===== config.mk =====
export PLATFORM = sky130hd
export DESIGN_NAME = bcd_to_seven_seg
export DESIGN_NICKNAME = d
export VERILOG_FILES = /design/src/rtl/bcd_to_seven_seg.sv
export SDC_FILE = /design/constraint.sdc
export NUM_CORES = 1
export LEC_CHECK = 0
export BUFFER_PORTS_ARGS = -buffer_cell sky130_fd_sc_hd__buf_2
export CAP_MARGIN = 20
export CORE_UTILIZATION = 30
export CTS_CLUSTER_SIZE = 20
export DETAILED_ROUTE_END_ITERATION = 8
export GPL_TIMING_DRIVEN = 0
export HOLD_SLACK_MARGIN = 0.03
export PLACE_DENSITY_LB_ADDON = 0.1
export RECOVER_POWER = 100
export SLEW_MARGIN = 20
export SYNTH_ARGS = -nofsm -noshare
export SYNTH_HDL_FRONTEND = slang
export SYNTH_SLANG_ARGS = --single-unit
export TNS_END_PERCENT = 5

===== constraint.sdc =====
create_clock -name clk -period 0.8 [get_ports clk]
set_clock_uncertainty 0.15 [all_clocks]
set_input_delay 0.04 -clock clk [delete_from_list [all_inputs] [get_ports clk]]
set_output_delay 0.04 -clock clk [all_outputs]
set_load 0.01 [all_outputs]

===== src/rtl/bcd_to_seven_seg.sv =====
// rtl/bcd_to_seven_seg.sv - registered BCD to 7-segment decoder with blank, lamp test and invalid flag
module bcd_to_seven_seg #(
    parameter bit ACTIVE_LOW = 1'b1
) (
    input  logic       clk,
    input  logic       rst_n,
    input  logic [3:0] BCD_in,
    input  logic       blank,
    input  logic       lamp_test,
    output logic [6:0] sevenSeg,
    output logic       invalid
);

    // Active-high patterns, bit0=a .. bit6=g
    localparam logic [6:0] SEG_ALL_ON  = 7'h7F;
    localparam logic [6:0] SEG_ALL_OFF = 7'h00;

    // Reset / blank value seen on the pins after polarity is applied
    localparam logic [6:0] PIN_ALL_OFF = ACTIVE_LOW ? ~SEG_ALL_OFF : SEG_ALL_OFF;

    logic [6:0] digit_pattern;
    logic [6:0] active_pattern;
    logic [6:0] next_seg;
    logic       next_invalid;

    // Digit lookup; codes 10-15 show a blank digit so the output is never undefined
    always_comb begin
        digit_pattern = SEG_ALL_OFF;
        case (BCD_in)
            4'd0:    digit_pattern = 7'h3F;
            4'd1:    digit_pattern = 7'h06;
            4'd2:    digit_pattern = 7'h5B;
            4'd3:    digit_pattern = 7'h4F;
            4'd4:    digit_pattern = 7'h66;
            4'd5:    digit_pattern = 7'h6D;
            4'd6:    digit_pattern = 7'h7D;
            4'd7:    digit_pattern = 7'h07;
            4'd8:    digit_pattern = 7'h7F;
            4'd9:    digit_pattern = 7'h6F;
            default: digit_pattern = SEG_ALL_OFF;
        endcase
    end

    // Lamp test beats blank, blank beats the decoded digit; then apply board polarity
    always_comb begin
        active_pattern = digit_pattern;
        if (lamp_test) begin
            active_pattern = SEG_ALL_ON;
        end else if (blank) begin
            active_pattern = SEG_ALL_OFF;
        end
        next_seg     = ACTIVE_LOW ? ~active_pattern : active_pattern;
        next_invalid = (BCD_in > 4'd9);
    end

    // Output register: one cycle latency, async reset to all segments off
    always_ff @(posedge clk or negedge rst_n) begin
        if (!rst_n) begin
            sevenSeg <= PIN_ALL_OFF;
            invalid  <= 1'b0;
        end else begin
            sevenSeg <= next_seg;
            invalid  <= next_invalid;
        end
    end

endmodule


==> impl_metrics.env, run 1 <==
export IMPL_power_sequential_fraction_pct=45.6
export IMPL_portion_of_total_power_attributed_to_combinational_logic_pct=23.9
export IMPL_power_static_leakage_uw=0.000306
export IMPL_post_synth_top_count_cell="dfstp_2"
export IMPL_vias=379
export IMPL_timing_critical_path_max_delay_family="flip-flops"
export IMPL_instances_no_fill=82
export IMPL_place_inst=77
export IMPL_cp_max_stage_delay_ps=520
export IMPL_crit_path_max_fanout=1
export IMPL_internal_power_uw=776
export IMPL_synth_net_count=59
export IMPL_slowest_stage="dfstp_2"
export IMPL_synth_top_area_share_pct=37.0
export IMPL_ctsRootBufferMaster="clkbuf_4"
export IMPL_num_nets_final=80
export IMPL_dpl_instance_area_um2=594
export IMPL_area_growth_synth_to_final_pct=35.5
export IMPL_tritoncts_num_buffers=3
export IMPL_worst_slew_margin_rel_pct=75.0
export IMPL_path_class="reg -> out"
export IMPL_grt_antenna_before_repair=0
export IMPL_timing_critical_path_arrival_ps=860
export IMPL_num_antenna_cells=0
export IMPL_violations="negative hold slack, negative setup slack"
export IMPL_worst_path_bufs_invs=1
export IMPL_post_drt_wl_per_cell_um=10.2
export IMPL_ys_top_cells_by_area="dfstp_2, ha_1, dfrtp_1"
export IMPL_postCtsSetupBuffers=0
export IMPL_fmax_ghz=0.954
export IMPL_synthesis_area_per_instance_um2=10.8
export IMPL_worstPathCellList="buf_6"
export IMPL_placement_io_buffers=15
export IMPL_synthCells=46
export IMPL_worstHoldPathType="in -> reg"
export IMPL_fin_area_um2=673
export IMPL_status="complete, but fails checks"
export IMPL_peakVddDrop_mv=0.357
export IMPL_seq_area_frac_synth_pct=42.1
export IMPL_post_route_min_period_ps=1050
export IMPL_postRouteAntennaNets=0
export IMPL_place_congestion=0.756
export IMPL_global_route_wire_length_before_repair_um=1430
export IMPL_worst_slew_pin_slew_ps=376
export IMPL_post_synth_edffs=0
export IMPL_wirelength_um=838
export IMPL_cts_tree="built"
export IMPL_core_area_um2=1520
export IMPL_slew_viol_final=0
export IMPL_required_ps=610
export IMPL_powerDensity_nw_per_um2=1530
export IMPL_vias_per_cell=4.62
export IMPL_post_synth_num_cell_types=23
export IMPL_synth_warnings=0
export IMPL_cts_reportedPaths_clkPinSlew_ps=50
export IMPL_initial_core_util_pct=32.6
export IMPL_htree_num_levels=1
export IMPL_final_hold_viol_count=6
export IMPL_globalRouteOverflowTotal=0
export IMPL_crit_cells=1
export IMPL_max_cap_violations=0
export IMPL_synth_area_leader_cell="dfstp_2"
export IMPL_clock_sinks=8
export IMPL_syn_cell_area_um2=497
export IMPL_crit_start="sevenSeg[1]"
export IMPL_predominant_post_synthesis_flop_cell="dfstp_2"
export IMPL_grt_pass1_vias=332
export IMPL_hpwlAfterDp_um=682
export IMPL_die_h_um=42.7
export IMPL_grt_total_usage_pct=10.8
export IMPL_num_rows=14
export IMPL_ys_async_rst_share_pct=100
export IMPL_die_w_um=42.7
export IMPL_design_portCount=16
export IMPL_worst_slack_ps=-249
export IMPL_cts_hold_fix_buffers=1
export IMPL_worst_setup_path_end_kind="output port"
export IMPL_drive_gt1_share_pct=47.0
export IMPL_clock_power_share_pct=30.5
export IMPL_min_delay_path_depth=2
export IMPL_clk_path_buf_depth=2
export IMPL_switching_power_uw=256
export IMPL_fp_dieArea_um2=1820
export IMPL_rsz_0062_raised_after_global_routing="yes"
export IMPL_ys_seq_elements=8
export IMPL_drt_pass1_iterations=3
export IMPL_critPathLaunchType="register"
export IMPL_remaining_drc_errors=0
export IMPL_fin_hold_ws_ps=-135
export IMPL_synth_cells_most_frequent="dfstp_2, ha_1, nor2_1"
export IMPL_power_switching_fraction_pct=24.8
export IMPL_finalCritPeriodShare_pct=131
export IMPL_setup_violations_final=9
export IMPL_critical_path_endpoint="sevenSeg[1]"
export IMPL_grt_max_degree=11
export IMPL_drt_first_iter_violations=5
layout by cell type, fill, tap and decap left out, drive strengths merged, types with 2 or more instances in the layout:
cell / instances
nor4b: 2
buf: 16
inv: 4
ha: 5
nor2: 5
nand2b: 2
dfstp: 7
a21oi: 3
a211oi: 3
o21ai: 2
nor3: 2
clkbuf: 5
cell type report:
cell class / count / area, µm²
well taps: 16 / 20.0
plain buffers: 2 / 22.5
fillers: 152 / 851
multi-input cells: 32 / 250
clock buffers: 4 / 26.3
repair buffers: 16 / 130
flip-flops and latches: 8 / 209
inverters: 4 / 15.0
how the worst min path moves through the flow:
stage                     startpoint          end  slack, ps
after detailed placement       rst_n      invalid       -270
after floorplan                rst_n      invalid       -410
after global placement         rst_n      invalid       -270
after CTS                  lamp_test  sevenSeg[6]       -150
after global routing       lamp_test  sevenSeg[0]       -130
final                      lamp_test  sevenSeg[0]       -130
flip-flops by register name (all words and copies together), names as in the netlist:
register,count
invalid,1
sevenSeg,7
logic make-up after synthesis:
kind of cell	Yosys count	share of synthesized area [%]
xor gates and xnor gates	1	1.76
and+or+nand+nor	13	15.1
buffers and inverters	6	7.56
DFF	8	42.1
AOI/OAI and AO/OA	12	18.9
muxes	1	2.02
adders and majority gates	5	12.6
power by group through the flow:
stage / logic, µW / clock network, µW / registers, µW
final: 247 / 315 / 470
after global routing: 273 / 372 / 472
after CTS: 252 / 329 / 471
after detailed placement: 215 / 0 / 468
after global placement: 217 / 0 / 468
after floorplan: 106 / 0 / 490
routing by layer:
layer | share of wire [%] | vias to the layer above | track usage (%)
met5 | 0 | - | 0
met4 | 1.4 | 0 | 9.38
met3 | 6.6 | 2 | 2.98
met2 | 46 | 14 | 15.2
met1 | 46 | 166 | 13.4
li1 | - | 197 | -
per-stage QoR:
stage	hold WS (ps)	setup TNS, ps	util (%)	setup slack, ps	total power [µW]
detailed placement	-268	-1770	39.0	-303	683
global placement	-270	-1890	39.0	-344	686
floorplan	-406	0	-	8.56	596
finish	-135	-1850	44.2	-249	1030
global route	-126	-2290	44.2	-293	1120
CTS	-148	-1930	44.4	-260	1050
timing repair:
item	CTS	global route
hold endpoints to repair	16	8
pin swaps	0	1
gates resized for setup	8	1
gates cloned	0	0
setup endpoints to repair	10	10
Power figures use the tool's default switching activity.
==> inputs of run 2 (changes only) <==
--- a/config.mk
+++ b/config.mk
@@ -7,9 +7,10 @@
 export LEC_CHECK = 0
 export BUFFER_PORTS_ARGS = -buffer_cell sky130_fd_sc_hd__buf_2
 export CAP_MARGIN = 20
-export CORE_UTILIZATION = 30
+export CORE_AREA = 2 2 39 41
 export CTS_CLUSTER_SIZE = 20
 export DETAILED_ROUTE_END_ITERATION = 8
+export DIE_AREA = 0 0 41 43
 export GPL_TIMING_DRIVEN = 0
 export HOLD_SLACK_MARGIN = 0.03
 export PLACE_DENSITY_LB_ADDON = 0.1
==> run 2 against run 1 <==
The run still ends with negative hold slack, negative setup slack left. Sequential power about the same. Worst hold slack got worse by 4.5 ps. Non-clock buffer count unchanged. Die area decreased by 3.3%. Wire length up 2.5%. Total power fell by 0.14%. Global-route usage increased by 1.6 points. Core utilization is 4.5 points higher. Count of clock-buffer cells in the layout is the same. First-iteration DRC count decreased by 80%. Clock power about the same. Final area did not move.
==> impl_metrics.env, run 2 (same netlist as run 1, synthesis figures left out) <==
export IMPL_status="complete, but fails checks"
export IMPL_violations="negative hold slack, negative setup slack"
export IMPL_worst_slew_pin_slew_ps=367
export IMPL_critPathLaunchType="register"
export IMPL_grt_total_usage_pct=12.4
export IMPL_cp_max_stage_delay_ps=530
export IMPL_rsz_0062_raised_after_global_routing="yes"
export IMPL_initial_core_util_pct=35.9
export IMPL_core_area_um2=1380
export IMPL_postCtsSetupBuffers=0
export IMPL_worstPathCellList="buf_6"
export IMPL_num_rows=14
export IMPL_worst_slack_ps=-255
export IMPL_slew_viol_final=0
export IMPL_total_power_uw=1030
export IMPL_power_switching_fraction_pct=24.7
export IMPL_wirelength_um=859
export IMPL_clock_power_share_pct=30.4
export IMPL_switching_power_uw=255
export IMPL_place_congestion=0.732
export IMPL_num_antenna_cells=0
export IMPL_multiInputGateArea_um2=250
export IMPL_num_nets_final=80
export IMPL_clock_sinks=8
export IMPL_design_portCount=16
export IMPL_htree_num_levels=1
export IMPL_remaining_drc_errors=0
export IMPL_final_fill_count=143
export IMPL_max_cap_violations=0
export IMPL_powerDensity_nw_per_um2=1530
export IMPL_power_static_leakage_uw=0.000305
export IMPL_final_hold_viol_count=6
export IMPL_postRouteAntennaNets=0
export IMPL_largest_register_ffs=7
export IMPL_placement_io_buffers=15
export IMPL_portion_of_total_power_attributed_to_combinational_logic_pct=23.9
export IMPL_layout_commonest_cell="buf_6"
export IMPL_drive_gt1_share_pct=48.5
export IMPL_fp_dieArea_um2=1760
export IMPL_cts_hold_fix_buffers=1
export IMPL_grt_pass1_vias=391
export IMPL_ctsRootBufferMaster="clkbuf_4"
export IMPL_tritoncts_num_buffers=3
export IMPL_die_h_um=43
export IMPL_largest_registers="sevenSeg (7), invalid (1)"
export IMPL_regArea_um2=209
export IMPL_worst_path_bufs_invs=1
export IMPL_fin_hold_ws_ps=-139
export IMPL_required_ps=610
export IMPL_post_drt_wl_per_cell_um=10.5
export IMPL_power_sequential_fraction_pct=45.7
export IMPL_drt_pass1_iterations=2
export IMPL_vias_per_cell=4.70
export IMPL_worst_slew_margin_rel_pct=75.5
export IMPL_grt_antenna_before_repair=0
export IMPL_setup_violations_final=9
export IMPL_timing_critical_path_arrival_ps=870
export IMPL_timing_critical_path_max_delay_family="flip-flops"
export IMPL_die_w_um=41
export IMPL_final_cell_mix="buf_6, dfstp_2, nor2_1, buf_2, ha_1"
export IMPL_internal_power_uw=776
export IMPL_hpwlAfterDp_um=732
export IMPL_peakVddDrop_mv=0.573
export IMPL_worstHoldPathType="in -> reg"
export IMPL_globalRouteOverflowTotal=0
export IMPL_crit_path_max_fanout=1
export IMPL_finalCritPeriodShare_pct=132
export IMPL_worst_setup_path_end_kind="output port"
export IMPL_fmax_ghz=0.948
export IMPL_cts_reportedPaths_clkPinSlew_ps=50
export IMPL_cts_tree="built"
export IMPL_slowest_stage="dfstp_2"
export IMPL_vias=385
export IMPL_registers_top_by_ff_count="sevenSeg"
export IMPL_grt_max_degree=11
export IMPL_placement_setup_worst_slack_ps=-323
export IMPL_clk_path_buf_depth=2
export IMPL_post_route_min_period_ps=1060
export IMPL_area_growth_synth_to_final_pct=35.5
export IMPL_path_class="reg -> out"
export IMPL_global_route_wire_length_before_repair_um=1550
export IMPL_drt_first_iter_violations=1
run 2: through the flow:
stage                     setup TNS, ps  cell area [µm²]  std cells  hold WS, ps  utilization [%]
final                             -1860              673         82         -139             48.6
after global routing              -2290              673         82         -139             48.6
after CTS                         -1930              681         82         -148             49.2
after detailed placement          -1820              594         77         -270             42.9
after global placement            -1820              594         77         -270             42.9
after floorplan                       0              499         46         -406                -
run 2: timing repair:
action,CTS,global route
endpoints found under the setup margin,12,11
pin swaps,0,1
gates resized for setup,9,0
endpoints found under the hold margin,15,7
run 2: worst paths after layout:
check / cells after the start / from / to / slack (ps)
setup / recovery: 1 / sevenSeg[1] / sevenSeg[1] / -260
hold / removal: 2 / lamp_test / sevenSeg[0] / -140
max in group asynchronous: 2 / rst_n / sevenSeg[4] / 130
min in group asynchronous: 2 / rst_n / invalid / 60
run 2: per-layer routing:
metal,wire length [µm],track usage [%],vias to the layer above
met5,0,0,-
met4,0,6.00,0
met3,55,1.57,0
met2,437,19.1,14
met1,366,16.4,172
li1,-,-,199
run 2: final cells by class:
class	instances	area share, %
Inverter	4	2.23
Multi-Input combinational cell	32	37.2
Timing Repair Buffer	16	19.3
Sequential cell	8	31.0
Buffer	2	3.35
Tap cell	16	2.97
Clock buffer	4	3.90
run 2: power groups by stage:
stage / Clock (µW) / Sequential, µW / Combinational (µW)
floorplan: 0 / 490 / 106
global placement: 0 / 468 / 216
detailed placement: 0 / 470 / 216
CTS: 328 / 472 / 256
global route: 360 / 475 / 279
finish: 313 / 471 / 246
==> inputs of run 3 (changes only) <==
--- a/config.mk
+++ b/config.mk
@@ -8,6 +8,7 @@
 export BUFFER_PORTS_ARGS = -buffer_cell sky130_fd_sc_hd__buf_2
 export CAP_MARGIN = 20
 export CORE_AREA = 2 2 39 41
+export CTS_CLUSTER_DIAMETER = 150
 export CTS_CLUSTER_SIZE = 20
 export DETAILED_ROUTE_END_ITERATION = 8
 export DIE_AREA = 0 0 41 43
@@ -15,6 +16,7 @@
 export HOLD_SLACK_MARGIN = 0.03
 export PLACE_DENSITY_LB_ADDON = 0.1
 export RECOVER_POWER = 100
+export SETUP_SLACK_MARGIN = 0.4
 export SLEW_MARGIN = 20
 export SYNTH_ARGS = -nofsm -noshare
 export SYNTH_HDL_FRONTEND = slang
==> run 3 against run 2 <==
Non-clock buffer count shrank 1. Wire length rose by 13%. Combinational power is 48% higher. First-iteration DRC count is the same. Total power is 11% higher. Cell count fell by 1.2%. Critical path depth stayed put. Final area up 29%. Core utilization rose by 14 points. The run still ends with negative hold slack, negative setup slack left. Highest routed layer is now met4. Sequential cell count did not move. Die area unchanged. Via count rose by 1.8%. Critical path type unchanged.
==> impl_metrics.env, run 3 (same netlist as run 1, synthesis figures left out) <==
export IMPL_globalRouteOverflowTotal=0
export IMPL_finalCritPeriodShare_pct=131
export IMPL_final_setup_tns_ps=-1980
export IMPL_worst_setup_path_end_kind="output port"
export IMPL_multiInputGateArea_um2=395
export IMPL_powerDensity_nw_per_um2=1320
export IMPL_ctsRootBufferMaster="clkbuf_4"
export IMPL_vias=392
export IMPL_worst_slack_ps=-247
export IMPL_post_route_utilization_pct=62.9
export IMPL_grt_pass1_vias=385
export IMPL_status="complete, but fails checks"
export IMPL_num_antenna_cells=0
export IMPL_fmax_ghz=0.955
export IMPL_violations="negative hold slack, negative setup slack"
export IMPL_crit_path_max_fanout=1
export IMPL_htree_num_levels=1
export IMPL_power_static_leakage_uw=0.000359
export IMPL_grt_antenna_before_repair=0
export IMPL_path_class="reg -> out"
export IMPL_slowest_stage="dfstp_2"
export IMPL_drt_first_iter_violations=1
export IMPL_place_congestion=0.777
export IMPL_dpl_instance_area_um2=672
export IMPL_final_fill_count=116
export IMPL_cts_reportedPaths_clkPinSlew_ps=50
export IMPL_slew_viol_final=0
export IMPL_drt_pass1_iterations=4
export IMPL_design_portCount=16
export IMPL_worst_slew_pin_slew_ps=375
export IMPL_grt_total_usage_pct=12.8
export IMPL_layout_commonest_cell="buf_6"
export IMPL_final_hold_viol_count=14
export IMPL_placement_io_buffers=15
export IMPL_cts_tree="built"
export IMPL_core_area_um2=1380
export IMPL_largest_register_ffs=7
export IMPL_worst_path_bufs_invs=1
export IMPL_num_nets_final=79
export IMPL_worst_slew_margin_rel_pct=75.0
export IMPL_rsz_0062_raised_after_global_routing="yes"
export IMPL_area_growth_synth_to_final_pct=75.3
export IMPL_placement_setup_worst_slack_ps=-292
export IMPL_registers_top_by_ff_count="sevenSeg"
export IMPL_worstPathCellList="buf_6"
export IMPL_required_ps=610
export IMPL_cp_max_stage_delay_ps=520
export IMPL_regArea_um2=209
export IMPL_setup_violations_final=11
export IMPL_grt_max_degree=11
export IMPL_remaining_drc_errors=0
export IMPL_post_route_min_period_ps=1050
export IMPL_initial_core_util_pct=35.9
export IMPL_critPathLaunchType="register"
export IMPL_clock_sinks=8
export IMPL_postRouteAntennaNets=0
export IMPL_die_h_um=43
export IMPL_global_route_wire_length_before_repair_um=1530
export IMPL_timing_critical_path_arrival_ps=860
export IMPL_largest_registers="sevenSeg (7), invalid (1)"
export IMPL_wirelength_um=969
export IMPL_fin_hold_ws_ps=-471
export IMPL_max_cap_violations=0
export IMPL_vias_per_cell=4.84
export IMPL_tritoncts_num_buffers=3
export IMPL_fp_dieArea_um2=1760
export IMPL_clk_path_buf_depth=2
export IMPL_timing_critical_path_max_delay_family="flip-flops"
export IMPL_num_rows=14
export IMPL_hpwlAfterDp_um=711
export IMPL_peakVddDrop_mv=0.505
export IMPL_final_cell_mix="buf_6, dfstp_2, ha_4, clkbuf_4"
export IMPL_die_w_um=41
export IMPL_drive_gt1_share_pct=78.5
export IMPL_fin_area_um2=871
export IMPL_post_drt_wl_per_cell_um=12.0
export IMPL_worstHoldPathType="in -> async"
-- run 3: changes by cell type in the layout (fill, tap and decap cells not counted), sizes merged --
cell         before  now
inv               4    3
clkinv            0    1
dlygate4sd3       1    0
-- run 3: routing by layer --
layer  wire, µm  GRT usage, %  vias up
met5          0             0        -
met4         19          10.0        0
met3         55          1.57        2
met2        520          20.0       15
met1        373          14.8      181
li1           -             -      194
-- run 3: report_power, final --
part	switching, µW	internal (µW)
clock	121	190
sequential	12.1	458
combinational	175	191
-- run 3: stage by stage --
step	instances	power [µW]
after floorplan	46	625
after global placement	77	722
after detailed placement	77	722
after CTS	81	1150
after global routing	81	1220
final	81	1150
-- run 3: cell type report --
class                           instances  area share, %
Multi-Input combinational cell         32           45.4
Sequential cell                         8           24.0
Timing Repair Buffer                   15           17.2
Inverter                                4           4.60
Buffer                                  2           3.45
Clock buffer                            4           3.02
Tap cell                               16           2.30
-- run 3: repair_timing --
action                     4_1_cts  5_1_grt
setup endpoints to repair       16       16
hold endpoints to repair        15       15
gates cloned                     0        0
resized for setup               33       10
pin swaps                       19       14
setup buffers                    0        0
-- run 3: path summary, 6_finish.rpt --
check | from | to | slack, ps | cells past startpoint
worst max-delay path | sevenSeg[2] | sevenSeg[2] | -250 | 1
worst min-delay path | rst_n | invalid | -470 | 1
max in group asynchronous | rst_n | sevenSeg[4] | 660 | 1
min in group clk | lamp_test | sevenSeg[4] | -110 | 2
